==> config.mk <==
export PLATFORM = sky130hd
export DESIGN_NAME = pack_serializer
export DESIGN_NICKNAME = d
export VERILOG_FILES = /design/src/rtl/pack_serializer.sv
export SDC_FILE = /design/constraint.sdc
export NUM_CORES = 1
export LEC_CHECK = 0
export CAP_MARGIN = 20
export CELL_PAD_IN_SITES_DETAIL_PLACEMENT = 0
export CELL_PAD_IN_SITES_GLOBAL_PLACEMENT = 2
export CORE_UTILIZATION = 34
export DETAILED_ROUTE_END_ITERATION = 10
export PLACE_DENSITY_LB_ADDON = 0.1
export SETUP_SLACK_MARGIN = 0.1
export SKIP_CTS_REPAIR_TIMING = 1
export SYNTH_ARGS = -nofsm -noshare
export SYNTH_HDL_FRONTEND = slang
export SYNTH_SLANG_ARGS = --single-unit
export TNS_END_PERCENT = 30
==> constraint.sdc <==
create_clock -name aclk -period 4.2 [get_ports aclk]
set_input_delay 0.84 -clock aclk [delete_from_list [all_inputs] [get_ports aclk]]
set_output_delay 0.84 -clock aclk [all_outputs]
set_load 0.01 [all_outputs]
==> src/rtl/pack_serializer.sv <==
// Byte serializer: unpacks an N-byte word oldest byte first onto a byte stream.
// Optional trailing XOR checksum byte is enabled by defining PACK_SER_CSUM_EN.
module pack_serializer #(
    parameter int N = 10
) (
    input  logic           aclk,
    input  logic           areset,
    input  logic [8*N-1:0] in_tdata,
    input  logic           in_tvalid,
    output logic           in_tready,
    output logic [7:0]     out_tdata,
    output logic           out_tvalid,
    input  logic           out_tready,
    output logic           out_tlast,
    output logic           out_tuser
);

    localparam int IW = (N > 1) ? $clog2(N) : 1;
    localparam logic [IW-1:0] LAST_IDX = IW'(N - 1);

`ifdef PACK_SER_CSUM_EN
    typedef enum logic [1:0] {IDLE = 2'd0, SHIFT = 2'd1, CSUM = 2'd2} state_t;
`else
    typedef enum logic [1:0] {IDLE = 2'd0, SHIFT = 2'd1} state_t;
`endif

    function automatic logic [7:0] byte_sel(input logic [8*N-1:0] w, input logic [IW-1:0] i);
        logic [7:0] r;
        r = 8'h00;
        for (int k = 0; k < N; k++) begin
            if (i == IW'(k)) begin
                r = w[8*(N-1-k) +: 8];
            end
        end
        return r;
    endfunction

    state_t          state_q, state_d;
    logic [8*N-1:0]  hold_q, hold_d;
    logic [IW-1:0]   idx_q, idx_d, idx_nx_s;
    logic [7:0]      dat_q, dat_d;
    logic            vld_q, vld_d;
    logic            last_q, last_d;
    logic            rdy_q;
    logic            in_tready_s, in_xfer_s, out_xfer_s;
`ifdef PACK_SER_CSUM_EN
    logic [7:0]      csum_q, csum_d;
    logic            user_q, user_d;

    function automatic logic [7:0] xor_bytes(input logic [8*N-1:0] w);
        logic [7:0] r;
        r = 8'h00;
        for (int k = 0; k < N; k++) begin
            r = r ^ w[8*k +: 8];
        end
        return r;
    endfunction
`endif

    assign idx_nx_s = idx_q + IW'(1);

    // Handshake decode and next-state / next-output computation
    always_comb begin
        in_tready_s = rdy_q && ((state_q == IDLE) || (vld_q && out_tready && last_q));
        in_xfer_s   = in_tvalid && in_tready_s;
        out_xfer_s  = vld_q && out_tready;
        state_d     = state_q;
        hold_d      = hold_q;
        idx_d       = idx_q;
        dat_d       = dat_q;
        vld_d       = vld_q;
        last_d      = last_q;
`ifdef PACK_SER_CSUM_EN
        csum_d      = csum_q;
        user_d      = user_q;
`endif
        if (in_xfer_s) begin
            // New word overrides everything, including a final-byte transfer this cycle.
            state_d = SHIFT;
            hold_d  = in_tdata;
            idx_d   = '0;
            dat_d   = in_tdata[8*N-1 -: 8];
            vld_d   = 1'b1;
            last_d  = 1'b0;
`ifdef PACK_SER_CSUM_EN
            csum_d  = xor_bytes(in_tdata);
            user_d  = 1'b0;
`endif
        end else if (out_xfer_s) begin
            case (state_q)
                SHIFT: begin
                    if (idx_q == LAST_IDX) begin
`ifdef PACK_SER_CSUM_EN
                        state_d = CSUM;
                        dat_d   = csum_q;
                        last_d  = 1'b1;
                        user_d  = 1'b1;
`else
                        state_d = IDLE;
                        idx_d   = '0;
                        dat_d   = 8'h00;
                        vld_d   = 1'b0;
                        last_d  = 1'b0;
`endif
                    end else begin
                        idx_d  = idx_nx_s;
                        dat_d  = byte_sel(hold_q, idx_nx_s);
`ifdef PACK_SER_CSUM_EN
                        last_d = 1'b0;
`else
                        last_d = (idx_nx_s == LAST_IDX);
`endif
                    end
                end
                default: begin
                    state_d = IDLE;
                    idx_d   = '0;
                    dat_d   = 8'h00;
                    vld_d   = 1'b0;
                    last_d  = 1'b0;
`ifdef PACK_SER_CSUM_EN
                    user_d  = 1'b0;
`endif
                end
            endcase
        end else begin
            state_d = state_q;
        end
    end

    // State and registered output stage
    always_ff @(posedge aclk or posedge areset) begin
        if (areset) begin
            state_q <= IDLE;
            hold_q  <= '0;
            idx_q   <= '0;
            dat_q   <= 8'h00;
            vld_q   <= 1'b0;
            last_q  <= 1'b0;
            rdy_q   <= 1'b0;
`ifdef PACK_SER_CSUM_EN
            csum_q  <= 8'h00;
            user_q  <= 1'b0;
`endif
        end else begin
            state_q <= state_d;
            hold_q  <= hold_d;
            idx_q   <= idx_d;
            dat_q   <= dat_d;
            vld_q   <= vld_d;
            last_q  <= last_d;
            rdy_q   <= 1'b1;
`ifdef PACK_SER_CSUM_EN
            csum_q  <= csum_d;
            user_q  <= user_d;
`endif
        end
    end

    assign in_tready  = in_tready_s;
    assign out_tdata  = dat_q;
    assign out_tvalid = vld_q;
    assign out_tlast  = last_q;
`ifdef PACK_SER_CSUM_EN
    assign out_tuser  = user_q;
`else
    assign out_tuser  = 1'b0;
`endif

endmodule
==> implementation parameters, run 1 <==
Parameter                              Value

Run status
  Outcome ... complete, no violations

Place
  Placed cell count ... 632
  RePlAce Congestion ... 0.754
  Number of buffers added on ports ... 94
  Detail Placement HPWL ... 9020 µm
  Placed instance area ... 0.00568 mm²

Clock tree
  CTS tree ... built
  Clock network latency to the later pin of the worst-skew pair ... 0.35 ns
  Sinks on Clock Net ... 95
  Reg clk slew, reported paths ... 0.06 ns
  Number of levels in the clock H-tree ... 3
  Number of buffers created by CTS ... 9
  Bufs on Longest Clock Path ... 2
  Root buf cell ... clkbuf_16

Detailed routing
  Number of detailed-route iterations in the first pass ... 5
  Via total after detailed routing ... 3,444
  Residual DRC ... 0
  Starting DRT DRC Count ... 211
  Final wirelength ... 12,400 µm
  Antenna-violating nets left ... 0
  Routed vias/inst ... 5.31
  Routed wire per std cell ... 19.2 µm

Synth
  Prevailing post-synth register cell ... dfrtp_1
  Netlist area before placement ... 0.00458 mm²
  Mapped Nets ... 470
  Syn_area_per_cell ... 12.0 µm²
  Number of synthesized register bits ... 95
  Syn. warnings ... 0
  Sequential area share after synthesis ... 51.9%
  Fraction of synthesis flops using an asynchronous set or reset pin ... 100%
  Number of different library cells in the post-synthesis netlist ... 57
  Number of standard cells after synthesis ... 381
  Count of flip-flops with a built-in enable after synthesis ... 0

Worst setup path
  Critical Path Start ... idx_q[0]
  Depth of the most critical reg-to-reg path ... 8
  Crit path kind ... register to register
  List of cells traversed by the critical path ... inv_1 > ha_1 > clkinv_1 > o22ai_1 > a31oi_1 > a221oi_1 > or3_1 > nand4_1
  Slowest cell on crit path ... ha_1
  R2R Setup Slk ... 1.17 ns
  Largest stage delay on the critical path ... 0.54 ns
  Critical register-to-register path endpoint ... out_tdata[6]
  Required arrival time at the worst endpoint ... 4.42 ns
  Crit end category ... register
  Worst R2R Start ... idx_q[0]
  Critical path peak fanout ... 12
  Endpoint of the most critical setup path ... out_tdata[6]
  Data arrival time of the worst path ... 3.25 ns
  Nature of the critical path startpoint ... register

Timing
  Actual slew at the worst max-slew pin ... 0.974 ns
  Setup TNS ... 0 ns
  Number of setup violations in the final report ... 0
  Final Hold Viols ... 0
  Final worst path period share ... 72.2%
  Worst slew margin ... 34.6%
  Highest clock frequency the design can meet ... 330 MHz
  Final critical path time including I/O delays and setup ... 3.03 ns
  RSZ-0062 raised after global routing ... no
  Maximum clock skew at final layout ... 0.00578 ns
  Count of final max-slew check failures ... 0

Cells and area
  Layout cell share with drive strength beyond 1 ... 23.1%
  Ant. Diodes ... 0
  Final non-filler cell total ... 648
  Non-Filler Cell Area, Final ... 0.00602 mm²
  Growth of design area from synthesis to finish ... 31.4%
  Number of nets at the end of the flow ... 556

Global routing
  GRT Overall Usage ... 18.6%
  Overflow left after global routing ... 0
  Maximum number of pins on one net before global-route repair ... 52
  Number of global-route vias before repair ... 3,539
  Number of antenna violations at the first check in global routing ... 0
  First-pass GRT wire length ... 19,700 µm

Floorplanning
  Starting density of the core ... 34.7%
  Die ar. ... 0.0139 mm²
  DIE HEIGHT ... 118 µm
  Placement row count ... 42
  I/O Pins ... 96
  Overall die width ... 118 µm
  Core Footprint ... 0.0132 mm²

Power
  Leakage ... 2.39 nW
  Power consumption ... 4.27 mW
  Power per Cell Area ... 710 mW/mm²
  Maximum vdd ir drop ... 219 µV

Job
  Number of max-capacitance violations reported ... 0

Worst hold path
  Class of the tightest hold or removal check ... register to register
[state kept, by name, summed over array words and instances, names as in the netlist]
name and cells:
hold_q 80, idx_q 4, out_tdata 8, out_tlast 1, out_tvalid 1, rdy_q 1
[how the worst min path moves through the flow]
stage	slack (ns)	start	end	depth (start not counted)
floorplan	0.46	hold_q[9]	out_tdata[1]	2
global placement	0.49	hold_q[74]	hold_q[74]	1
detailed placement	0.50	hold_q[12]	hold_q[12]	1
CTS	0.51	hold_q[28]	hold_q[28]	1
global route	0.53	hold_q[52]	hold_q[52]	1
finish	0.51	hold_q[35]	hold_q[35]	1
[power breakdown]
group	total [mW]	switching [mW]	internal, mW
Sequential	1.67	0.307	1.36
Clock	0.910	0.357	0.553
Combinational	1.69	0.840	0.854
Total	4.27	1.50	2.77
[layout by cell type (no fill, tap or decap), drive strengths merged, types with 3 or more instances in the layout]
cell / n
buf: 4
nor2b: 5
a21boi: 4
a22oi: 3
nand3: 6
inv: 5
ha: 5
o2bb2ai: 5
nand4: 9
a21o: 3
a31oi: 8
a221oi: 4
nand2b: 5
a222oi: 5
clkbuf: 11
o22ai: 14
or3: 4
mux2: 79
clkinv: 3
a21oi: 10
nor2: 8
nand2: 22
o21a: 3
clkdlybuf4s50: 94
o21ai: 8
dfrtp: 95
nand3b: 10
a2bb2oi: 4
[routing by layer]
layer  GRT usage, %  share of wire, %  wire (µm)
met4           7.93               1.9        232
met5              0                 0          0
met1           24.6                46       5660
met3           2.91               4.0        494
met2           30.3                49       6060
[kinds of logic after synthesis]
kind of cell             Yosys count  share of synthesized area (%)
AND/OR/NAND/NOR                   80                           9.68
AO/OA/AOI/OAI                     89                           14.3
flip-flops                        95                           51.9
adder cells (fa/ha/maj)            5                           1.37
XOR/XNOR                           1                          0.191
other                              2                          0.164
buffers and inverters             30                           2.90
multiplexers                      79                           19.4
[through the flow]
step | util, % | setup WS [ns] | hold slack, ns
3_3_place_gp | 43.1 | 1.19 | 0.492
4_1_cts | 45.6 | 1.21 | 0.514
6_report | 45.6 | 1.17 | 0.508
3_5_place_dp | 43.1 | 1.17 | 0.496
2_1_floorplan | - | 0.883 | 0.462
5_1_grt | 45.6 | 0.941 | 0.528
[final cells by class]
cell class                 instances  area, µm²
clock buffer                      11        253
clock inverter                     5       80.1
fill                            1249       7170
inverter                           7       27.5
multi-input combinational        256       2070
sequential                        95       2380
tap                              176        220
timing repair buffer              98        983
[cell usage after synthesis (4+ instances only)]
cell type	number	area (µm²)
nand3b_1	10	75.1
a21oi_1	10	50.1
nor2b_1	5	31.3
o2bb2ai_1	5	43.8
nand2b_1	5	31.3
a221oi_1	4	35.0
dfrtp_1	95	2380
clkbuf_1	9	33.8
nand3_1	6	30.0
nand4_1	9	56.3
or3_1	4	25.0
a31oi_1	8	50.1
buf_2	13	65.1
inv_1	6	22.5
o21ai_0	7	35.0
nand2_1	22	82.6
a222oi_1	5	50.1
nor2_1	8	30.0
mux2_2	79	890
ha_1	5	62.6
a2bb2oi_1	4	35.0
o22ai_1	14	87.6
[worst max-delay path, delay by kind of cell, from the launching register on]
kind	cells	cell delay (ns)
AO/OA/AOI/OAI	3	0.98
adder cells (fa/ha/maj)	1	0.54
buffers and inverters	2	0.61
flip-flops	1	0.48
AND/OR/NAND/NOR	2	0.28
Note: power is estimated with default switching activity, not from simulation.
==> run 2, diff against run 1 <==
- CORE_UTILIZATION: 34 -> 30
- clock period: 4.2 -> 2.5 ns (I/O delays scaled with it)
==> implementation parameters, run 2 (synthesized netlist as in run 1, its figures left out) <==
Parameter                              Value

Run status
  Outcome ... complete, but fails checks
  Violations in the final reports ... DRC

Job
  Number of max-capacitance violations reported ... 0

Worst setup path
  Endpoint of the most critical setup path ... out_tdata[3]
  List of cells traversed by the critical path ... inv_1 > ha_1 > nand2b_1 > buf_4 > o22ai_1 > a31oi_1 > a22oi_1 > a211oi_1 > buf_4 > a2bb2oi_1
  Required arrival time at the worst endpoint ... 2.78 ns
  Critical Path Start ... idx_q[0]
  Data arrival time of the worst path ... 2.57 ns
  Nature of the critical path startpoint ... register
  Bufs and invs on worst path ... 3
  Critical path peak fanout ... 6
  Critical register-to-register path endpoint ... out_tdata[3]
  Slowest cell on crit path ... dfrtp_1
  Largest stage delay on the critical path ... 0.44 ns
  Depth of the most critical reg-to-reg path ... 10
  Kind of cell adding the most delay to the critical path ... compound AO/OA/AOI/OAI gates
  Critical path depth in cells ... 10
  Crit end category ... register
  Critical Path Most Common Cell ... buf_4
  R2R Setup Slk ... 0.21 ns
  Worst R2R Start ... idx_q[0]
  Crit path kind ... register to register

Clock tree
  Reg clk slew, reported paths ... 0.07 ns
  CTS tree ... built
  Bufs on Longest Clock Path ... 2
  Root buf cell ... clkbuf_16
  Clock network latency to the later pin of the worst-skew pair ... 0.35 ns
  Sinks on Clock Net ... 95
  Number of buffers created by CTS ... 9
  Number of levels in the clock H-tree ... 3

Power
  Leakage ... 2.57 nW
  Internal power ... 4.90 mW
  Maximum vdd ir drop ... 458 µV
  Share of power burned in combinational logic ... 44.0%
  Power spent charging and discharging nets ... 2.62 mW
  Sequential share of power ... 37.4%
  Clk pwr share ... 18.6%
  Switching share of total power ... 34.9%
  Power per Cell Area ... 1190 mW/mm²

Detailed routing
  Routed vias/inst ... 5.14
  Starting DRT DRC Count ... 228
  Final wirelength ... 12,800 µm
  Via total after detailed routing ... 3,574
  Number of detailed-route iterations in the first pass ... 8
  Antenna-violating nets left ... 0
  Routed wire per std cell ... 18.5 µm
  Residual DRC ... 4

Timing
  Final worst path period share ... 91.6%
  Count of final max-slew check failures ... 0
  Setup TNS ... 0 ns
  Worst hold margin ... 0.510 ns
  Number of setup violations in the final report ... 0
  Worst slew margin ... 64.6%
  RSZ-0062 raised after global routing ... yes
  Highest clock frequency the design can meet ... 437 MHz
  Maximum clock skew at final layout ... 0.0112 ns
  Actual slew at the worst max-slew pin ... 0.530 ns
  Final critical path time including I/O delays and setup ... 2.29 ns
  Final Hold Viols ... 0

Cells and area
  Layout cell share with drive strength beyond 1 ... 29.4%
  Leading cell types in the layout, fill and taps excluded ... dfrtp_1, clkdlybuf4s50_1, mux2_2, buf_4, nand2_1
  Ant. Diodes ... 0
  Leading cell type in the layout, fill and taps excluded ... dfrtp_1
  Largest register FFs ... 80
  Number of nets at the end of the flow ... 595
  Final core utilization ... 42.9%
  Reg with most FFs ... hold_q
  Growth of design area from synthesis to finish ... 37.7%
  Final non-filler cell total ... 695

Place
  Placed cell count ... 679
  RePlAce Congestion ... 0.802
  Number of buffers added on ports ... 94
  Detail Placement HPWL ... 9540 µm

Floorplanning
  Die ar. ... 0.0158 mm²
  Starting density of the core ... 31.1%
  DIE HEIGHT ... 126 µm
  Overall die width ... 126 µm
  Core Footprint ... 0.0147 mm²
  Placement row count ... 44
  I/O Pins ... 96

Global routing
  Met1 Usage GRT ... 22.6%
  First-pass GRT wire length ... 20,900 µm
  Number of antenna violations at the first check in global routing ... 0
  Highest-utilization routing layer at the global route stage ... met2
  Number of global-route vias before repair ... 3,868
  Global routing met2 resource utilization ... 28.4%
  Maximum number of pins on one net before global-route repair ... 96
  Overflow left after global routing ... 0
  GRT Overall Usage ... 17.4%
  Met3 Use GR ... 4.54%

Worst hold path
  Class of the tightest hold or removal check ... register to register
run 2: routing by layer:
metal	vias to the layer above	wire length (µm)
met5	-	0
li1	1676	-
met3	11	613
met1	1792	5770
met2	95	6260
met4	0	182
run 2: worst min path at each step:
| stage | from | endpoint | depth (start not counted) |
|---|---|---|---|
| 6_report | hold_q[68] | hold_q[68] | 1 |
| 3_3_place_gp | hold_q[25] | hold_q[25] | 1 |
| 5_1_grt | hold_q[34] | hold_q[34] | 1 |
| 4_1_cts | hold_q[0] | hold_q[0] | 1 |
| 3_5_place_dp | hold_q[0] | hold_q[0] | 1 |
| 2_1_floorplan | hold_q[9] | out_tdata[1] | 2 |
run 2: worst register-to-register path, delay by kind of cell (launching register included):
kind / cells / cell delay [ns]
DFF: 1 / 0.44
buffers and inverters: 3 / 0.46
adders and majority gates: 1 / 0.30
AOI/OAI and AO/OA: 5 / 0.81
and+or+nand+nor: 1 / 0.22
run 2: per-stage QoR:
stage / cell area (µm²) / setup WS [ns] / power [mW]
final: 6300 / 0.210 / 7.52
after global placement: 6000 / 0.0430 / 6.13
after floorplan: 4580 / 0.369 / 4.65
after global routing: 6300 / 0.0803 / 8.05
after CTS: 6300 / 0.177 / 7.62
after detailed placement: 6000 / 0.0212 / 6.18
run 2: power groups by stage:
stage | Clock, mW | Combinational (mW) | Sequential [mW]
after floorplan | 0 | 2.00 | 2.65
after global placement | 0 | 3.29 | 2.85
after detailed placement | 0 | 3.33 | 2.85
after CTS | 1.45 | 3.34 | 2.83
after global routing | 1.50 | 3.63 | 2.92
final | 1.40 | 3.31 | 2.82
run 2: area by class of cell:
| cell class | instances | area, µm² |
|---|---|---|
| Sequential cell | 95 | 2380 |
| Clock inverter | 6 | 66.3 |
| Multi-Input combinational cell | 256 | 2080 |
| Fill cell | 1436 | 8400 |
| Inverter | 7 | 30.0 |
| Tap cell | 184 | 230 |
| Timing Repair Buffer | 137 | 1290 |
| Clock buffer | 10 | 229 |
==> run 3, diff against run 2 <==
- SKIP_LAST_GASP: unset -> 1
==> results of run 3 <==
Final layout, timing and power as in run 2 (identical DEF).
